<file path="src/rtl/rst_req_ctrl.sv">
// Reset request controller: merges a debounced push-button, a watchdog and a
// software strobe into one fixed-length active-low reset request with cooldown.
module rst_req_ctrl #(
  parameter int DEB_W     = 20,
  parameter int WDT_W     = 26,
  parameter int PULSE_LEN = 16
) (
  input  logic       CLK,
  input  logic       RST_X_I,
  input  logic       BTN_X,
  input  logic       SW_RST,
  input  logic       WDT_EN,
  input  logic       WDT_KICK,
  output logic       RST_REQ_X_O,
  output logic [1:0] CAUSE,
  output logic       BUSY
);

  typedef enum logic [1:0] {
    S_IDLE   = 2'd0,
    S_ASSERT = 2'd1,
    S_COOL   = 2'd2
  } state_t;

  localparam logic [1:0] CAUSE_NONE = 2'b00;
  localparam logic [1:0] CAUSE_BTN  = 2'b01;
  localparam logic [1:0] CAUSE_WDT  = 2'b10;
  localparam logic [1:0] CAUSE_SW   = 2'b11;

  localparam logic [DEB_W-1:0] DEB_ONE  = DEB_W'(1);
  // Counter would reach all-ones on this edge: that is the accepting edge.
  localparam logic [DEB_W-1:0] DEB_LAST = {DEB_W{1'b1}} - DEB_ONE;
  localparam logic [WDT_W-1:0] WDT_ONE  = WDT_W'(1);
  localparam logic [WDT_W-1:0] WDT_MAX  = {WDT_W{1'b1}};
  localparam logic [7:0]       PH_LAST  = 8'(PULSE_LEN - 1);

  logic             sync1_q, sync2_q;
  logic             deb_q, deb_d;
  logic [DEB_W-1:0] deb_cnt_q, deb_cnt_d;
  logic [WDT_W-1:0] wdt_cnt_q, wdt_cnt_d;
  state_t           state_q, state_d;
  logic [7:0]       phase_q, phase_d;
  logic [1:0]       cause_q, cause_d;
  logic             rst_req_q, rst_req_d;
  logic             busy_q, busy_d;

  logic btn_evt, wdt_evt, sw_evt, wdt_run, in_idle;

  // BTN_X is asynchronous to CLK; two flops before anything looks at it.
  always_ff @(posedge CLK or negedge RST_X_I) begin
    if (!RST_X_I) begin
      sync1_q <= 1'b1;
      sync2_q <= 1'b1;
    end else begin
      sync1_q <= BTN_X;
      sync2_q <= sync1_q;
    end
  end

  always_comb begin
    deb_d     = deb_q;
    deb_cnt_d = '0;
    if (sync2_q != deb_q) begin
      if (deb_cnt_q == DEB_LAST) begin
        deb_d     = sync2_q;
        deb_cnt_d = '0;
      end else begin
        deb_cnt_d = deb_cnt_q + DEB_ONE;
      end
    end
  end

  // Only the press edge is an event; release is debounced silently.
  assign btn_evt = deb_q & ~deb_d;

  assign in_idle = (state_q == S_IDLE);
  assign wdt_run = WDT_EN & ~WDT_KICK & in_idle;
  assign wdt_evt = wdt_run & (wdt_cnt_q == WDT_MAX);
  assign wdt_cnt_d = wdt_run ? (wdt_cnt_q + WDT_ONE) : '0;
  assign sw_evt  = SW_RST & in_idle;

  always_ff @(posedge CLK or negedge RST_X_I) begin
    if (!RST_X_I) begin
      deb_q     <= 1'b1;
      deb_cnt_q <= '0;
      wdt_cnt_q <= '0;
    end else begin
      deb_q     <= deb_d;
      deb_cnt_q <= deb_cnt_d;
      wdt_cnt_q <= wdt_cnt_d;
    end
  end

  always_comb begin
    state_d = state_q;
    phase_d = phase_q;
    cause_d = cause_q;
    unique case (state_q)
      S_IDLE: begin
        if (btn_evt || wdt_evt || sw_evt) begin
          state_d = S_ASSERT;
          phase_d = 8'd0;
          if (btn_evt)      cause_d = CAUSE_BTN;
          else if (wdt_evt) cause_d = CAUSE_WDT;
          else              cause_d = CAUSE_SW;
        end
      end
      S_ASSERT: begin
        if (phase_q == PH_LAST) begin
          state_d = S_COOL;
          phase_d = 8'd0;
        end else begin
          phase_d = phase_q + 8'd1;
        end
      end
      S_COOL: begin
        if (phase_q == PH_LAST) begin
          state_d = S_IDLE;
          phase_d = 8'd0;
        end else begin
          phase_d = phase_q + 8'd1;
        end
      end
      default: begin
        state_d = S_IDLE;
        phase_d = 8'd0;
      end
    endcase
  end

  // Outputs are decoded from the next state so they are pure flop outputs.
  assign rst_req_d = (state_d != S_ASSERT);
  assign busy_d    = (state_d != S_IDLE);

  always_ff @(posedge CLK or negedge RST_X_I) begin
    if (!RST_X_I) begin
      state_q   <= S_IDLE;
      phase_q   <= 8'd0;
      cause_q   <= CAUSE_NONE;
      rst_req_q <= 1'b1;
      busy_q    <= 1'b0;
    end else begin
      state_q   <= state_d;
      phase_q   <= phase_d;
      cause_q   <= cause_d;
      rst_req_q <= rst_req_d;
      busy_q    <= busy_d;
    end
  end

  assign RST_REQ_X_O = rst_req_q;
  assign CAUSE       = cause_q;
  assign BUSY        = busy_q;

endmodule

</file>
<file path="config.mk">
export PLATFORM = sky130hd
export DESIGN_NAME = rst_req_ctrl
export DESIGN_NICKNAME = d
export VERILOG_FILES = /design/src/rtl/rst_req_ctrl.sv
export SDC_FILE = /design/constraint.sdc
export NUM_CORES = 1
export LEC_CHECK = 0
export BUFFER_PORTS_ARGS = -buffer_cell sky130_fd_sc_hd__clkbuf_2
export CAP_MARGIN = 15
export CORE_ASPECT_RATIO = 0.8
export CORE_UTILIZATION = 40
export CTS_CLUSTER_SIZE = 8
export DETAILED_ROUTE_END_ITERATION = 10
export PLACE_DENSITY = 0.58
export SLEW_MARGIN = 25
export SYNTH_ARGS = -nofsm -noshare
export SYNTH_HDL_FRONTEND = slang
export SYNTH_SLANG_ARGS = --single-unit
</file>
<file path="constraint.sdc">
create_clock -name CLK -period 2.7 [get_ports CLK]
set_input_delay 0 -clock CLK [delete_from_list [all_inputs] [get_ports CLK]]
set_output_delay 0 -clock CLK [all_outputs]
set_load 0.01 [all_outputs]
</file>
# --- After elaboration in Yosys (flattened, before gate mapping) ---
# Cells that the tools add are included.
totals:
  reg_bits: 63
  in_bits: 6
  out_inout_bits: 4
classes:
  add_sub_neg: 3
  eq_ne: 8
  mux: 14
  n_bitwise: 7
  reduce_logical: 6
op_table:
  columns: ["op", "n"]
  rows:
  - ["two-way mux 20 bit", 2]
  - ["adder 26 x 1 -> 26 bit, second input constant", 1]
  - ["== test 26 bit, second input constant", 1]
  - ["two-way mux 26 bit", 1]
  - ["adder 20 x 1 -> 20 bit, second input constant", 1]
  - ["== test 20 bit, second input constant", 1]
  - ["two-way mux 8 bit", 2]
  - ["case mux 8 bit (2 select lines)", 1]
  - ["adder 8 x 1 -> 8 bit, second input constant", 1]
  - ["== test 8 x 4 -> 1 bit, second input constant", 1]
  - ["two-way mux 2 bit", 4]
  - ["case mux 2 bit (3 select lines)", 1]
  - ["AND 1 bit", 5]
  - ["!= test 2 x 1 -> 1 bit, second input constant", 2]
  - ["two-way mux 1 bit", 3]
  - ["== test 2 x 1 -> 1 bit, second input constant", 1]
  - ["== test 2 bit, second input constant", 1]
  - ["zero test 2 bit", 1]
  - ["logical OR 1 bit", 2]
  - ["inverter 1 bit", 2]
  - ["AND reduction 2 bit", 1]
  - ["nonzero test 2 bit", 1]
  - ["OR reduction 2 bit", 1]
  - ["!= test 1 bit", 1]

# --- Logic depth before layout (Yosys ltp) ---
logic_depth:
  depth_word: 10
  depth_mapped: 9
  depth_no_buf: 7

# --- Worst setup path after synthesis ---
# Ideal clock, no wire load.
synth_timing:
  kind: "reg-to-reg"
  start: "reg state_q[0]"
  end: "reg phase_q[2]"
  t_arrival_ns: 1.916
  path_slack_ns: 0.663
  path_stages_with_launch: 10
  n_path_buf: 2
  path_cell_list: "dfrtp_1 -> inv_1 -> ha_1 -> clkbuf_1 -> nand3b_1 -> nor2_1 -> a31o_2 -> buf_2 -> o22ai_1 -> a22o_1"
synth_between:
  elab_chain_len: 6
synth_rtl:
  columns: ["element", "line", "rtl"]
  rows:
  - ["from (decl)", "41", "state_t state_q, state_d;"]
  - ["from (signal assigned)", "143", "state_q <= state_d;"]
  - ["zero test 2 bit", "76, 98", null]
  - ["AND 1 bit", "77", "assign wdt_run = WDT_EN & ~WDT_KICK & in_idle;"]
  - ["AND 1 bit", "78", "assign wdt_evt = wdt_run & (wdt_cnt_q == WDT_MAX);"]
  - ["logical OR 1 bit (2 in a row)", "100", "if (btn_evt || wdt_evt || sw_evt) begin"]
  - ["!= test 2 x 1 -> 1 bit (no source line)", null, null]
  - ["to (signal assigned)", "144", "phase_q <= phase_d;"]
  - ["to (decl)", "42", "logic [7:0] phase_q, phase_d;"]
# Parallel ways exist; a longest one is shown, timed or not.
# A chain may end at the register's enable or synchronous reset.

# --- Worst setup path in the final report ---
layout_timing:
  start: "reg deb_cnt_q[4]"
  end: "reg deb_cnt_q[2]"
layout_between:
  elab_chain_len: 3
layout_rtl:
  columns: ["element", "line", "rtl"]
  rows:
  - ["from (decl)", "39", "logic [DEB_W-1:0] deb_cnt_q, deb_cnt_d;"]
  - ["from (signal assigned)", "89", "deb_cnt_q <= deb_cnt_d;"]
  - ["== test 20 bit", "64", "if (deb_cnt_q == DEB_LAST) begin"]
  - ["two-way mux 20 bit", "64", null]
  - ["two-way mux 20 bit", "63", "if (sync2_q != deb_q) begin"]
  - ["via deb_cnt_d[2]", "39", null]
# The timed path passes the listed nets, and every way through them passes these cells.

==> impl_metrics.tcl <==
set metrics [dict create \
    grt_max_degree 32 \
    cp_slowest_stage_delay_ns 0.57 \
    period_needed_ns 2.22 \
    synth_cell_types 43 \
    p_leak_nw 1.52 \
    area_growth_pct 13.8 \
    final-setup-viol-count 0 \
    worstPathCellList "nand4_4 -> or3_1 -> or4_4 -> nand2_2 -> nor2_1" \
    hold_viol_final 0 \
    ys_seq_area_share_pct 50.3 \
    criticalPathCategory "reg2reg" \
    seq_power_share_pct 43.2 \
    wire_per_inst_um 13.0 \
    tns_ns 0 \
    cts_buffer_depth 2 \
    clock-sinks 63 \
    maxSlewViolCount 0 \
    cp_slowest_cell "or4_4" \
    grt_pass1_wl_mm 9.87 \
    intPower_mw 1.76 \
    core_area_sq_um 7500 \
    fin_skew_ns 0.0109 \
    layout-drive-gt1-share_pct 12.4 \
    grt_usage_pct 15.8 \
    synth_area_per_cell_sq_um 9.98 \
    grt_pass1_vias 2058 \
    nets 348 \
    p_comb_share_pct 15.4 \
    final_cells 444 \
    place_area_sq_um 3300 \
    rsz0062_at_grt "false" \
    fp-row-count 28 \
    first_iter_violations 79 \
    firstDrtPassIters 4 \
    cp_max_fo 20 \
    clkPwrFrac_pct 41.5 \
    cts_tree "built" \
    num_vias 2225 \
    finish.instance_area_sq_um 3580 \
    viasPerCell 5.01 \
    dp_cells 425 \
    initial_core_util_pct 41.9 \
    ys_seq_elements 63 \
    place_hpwl_mm 3.97 \
    power.switching_mw 0.652 \
    die_y_um 81.3 \
    yosysWarnings 0 \
    critical_path_arrival_ns 2.43 \
    worst_ir_drop_vdd_mv 0.396 \
    io-pin-count 10 \
    netlist_area_sq_um 3140 \
    fin_crit_sh_pct 82.4 \
    mostFrequentLayoutCells "dfrtp_1, nor2_1, xor2_1" \
    max_slew_margin_pct 47.2 \
    path_clk_slew_ns 0.07 \
    dieWidth_um 101 \
    diodes 0 \
    antenna_found_initial 0 \
    drc 0 \
    synth_fp_nets 329 \
    routed_wl_mm 5.76 \
    fmax_ghz 0.450 \
    final_common_cell "dfrtp_1" \
    clock_latency_ns 0.34 \
    cts-root-buf "clkbuf_8" \
    cts_setup_buffers 0 \
    drv_cap 0 \
    worstSetupStartpointType "register" \
    cp_data_required_time_ns 2.91 \
    port_buffers 9 \
    status "finished, final reports clean" \
    cp-end-kind "register" \
    cts_max_level 3 \
    synthCells 315 \
    switching_share_pct 27.0 \
    routabilityCongestion 0.727 \
    overflow 0 \
    hold_class "in2reg" \
    final_antenna_net_count 0 \
    cts_made_buffers 9 \
    power_density_nw_per_um2 674 \
    die-area_sq_um 8220 \
    worst_pin_slew_ns 0.793 \
    cts_resized 0 \
]
sequential cells by signal, indices dropped and copies added, names as in the netlist:
register / count
deb_cnt_q: 20
RST_REQ_X_O: 1
wdt_cnt_q: 26
sync1_q: 1
phase_q: 8
state_q: 2
deb_q: 1
CAUSE: 2
BUSY: 1
sync2_q: 1
power groups by stage:
stage | Clock [mW] | Combinational (mW) | Sequential, mW
3_5_place_dp | 0 | 0.370 | 1.06
2_1_floorplan | 0 | 0.248 | 1.06
6_report | 0.999 | 0.371 | 1.04
5_1_grt | 1.07 | 0.422 | 1.05
4_1_cts | 1.03 | 0.374 | 1.04
3_3_place_gp | 0 | 0.368 | 1.06
critical path: cells and delay by family (launching register included):
kind,cells,cell delay [ns]
flops,1,0.46
simple gates,5,1.64
Yosys cell counts (all sizes together):
cell type | count | area, sq um
a21o | 1 | 7.51
a21oi | 8 | 40.0
a22o | 5 | 43.8
a31o | 2 | 17.5
and2 | 2 | 12.5
and3 | 5 | 31.3
and4 | 7 | 61.3
and4b | 2 | 20.0
buf | 4 | 32.5
clkbuf | 4 | 15.0
dfrtp | 59 | 1480
dfstp | 4 | 105
ha | 8 | 100
inv | 11 | 41.3
mux2 | 1 | 15.0
mux2i | 1 | 10.0
nand2 | 19 | 73.8
nand2b | 3 | 18.8
nand3 | 17 | 85.1
nand3b | 1 | 7.51
nand4 | 11 | 83.8
nand4b | 1 | 8.76
nor2 | 56 | 210
nor2b | 1 | 6.26
nor3 | 7 | 35.0
nor4 | 6 | 37.5
o211ai | 1 | 7.51
o21a | 1 | 7.51
o21ai | 11 | 58.8
o221a | 1 | 11.3
o22ai | 4 | 25.0
o2bb2ai | 3 | 26.3
o32a | 1 | 10.0
or2 | 1 | 6.26
or3 | 4 | 25.0
or4 | 2 | 18.8
xnor2 | 18 | 158
xor2 | 22 | 193
cell families (layout without fill, tap and decap cells):
kind of cell    count (synthesis)  after routing  share of synthesized area [%]
xor+xnor                       40             40                           11.1
buf+inv                        19             43                           2.83
flops                          63             63                           50.3
mux                             2              2                          0.796
fa+ha+maj                       8              8                           3.18
simple gates                  145            145                           23.6
compound gates                 38             38                           8.12
area by class of cell:
class                           count  area, sq um
Tap cell                          105          131
Clock inverter                      7          121
Clock buffer                        9          124
Multi-Input combinational cell    233         1470
Fill cell                         739         3920
Timing Repair Buffer               16          105
Inverter                           11         41.3
Sequential cell                    63         1580
path summary, 6_finish.rpt:
kind | slack (ns) | from | endpoint | cells after the start
max | 0.48 | deb_cnt_q[4] | deb_cnt_q[2] | 5
min | 0.22 | WDT_EN | wdt_cnt_q[1] | 4
max reg2reg | 0.48 | deb_cnt_q[4] | deb_cnt_q[2] | 5
min reg2reg | 0.35 | sync1_q | sync2_q | 0
max in group asynchronous | 1.60 | RST_X_I | RST_REQ_X_O | 3
min in group asynchronous | 0.27 | RST_X_I | wdt_cnt_q[15] | 2
repair_timing:
| item | 4_1_cts | 5_1_grt |
|---|---|---|
| endpoints found under the hold margin | 31 | 0 |
| endpoints found under the setup margin | 0 | 0 |
| hold buffers | 3 | 0 |
metal layers:
layer	up-vias	GRT usage [%]	routed length, um
met4	0	6.81	71
li1	1140	-	-
met2	19	22.4	2400
met1	1059	22.4	3140
met3	7	4.30	148
met5	-	0	0
metrics by stage:
step	total power [mW]	hold WS (ns)	utilization [%]	setup slack [ns]
2_1_floorplan	1.30	-0.296	-	0.663
3_3_place_gp	1.43	0.0905	44.0	0.507
3_5_place_dp	1.43	0.0892	44.0	0.482
4_1_cts	2.45	0.211	47.7	0.460
5_1_grt	2.55	0.231	47.7	0.333
6_report	2.41	0.216	47.7	0.475
(Power assumes the default switching activity.)
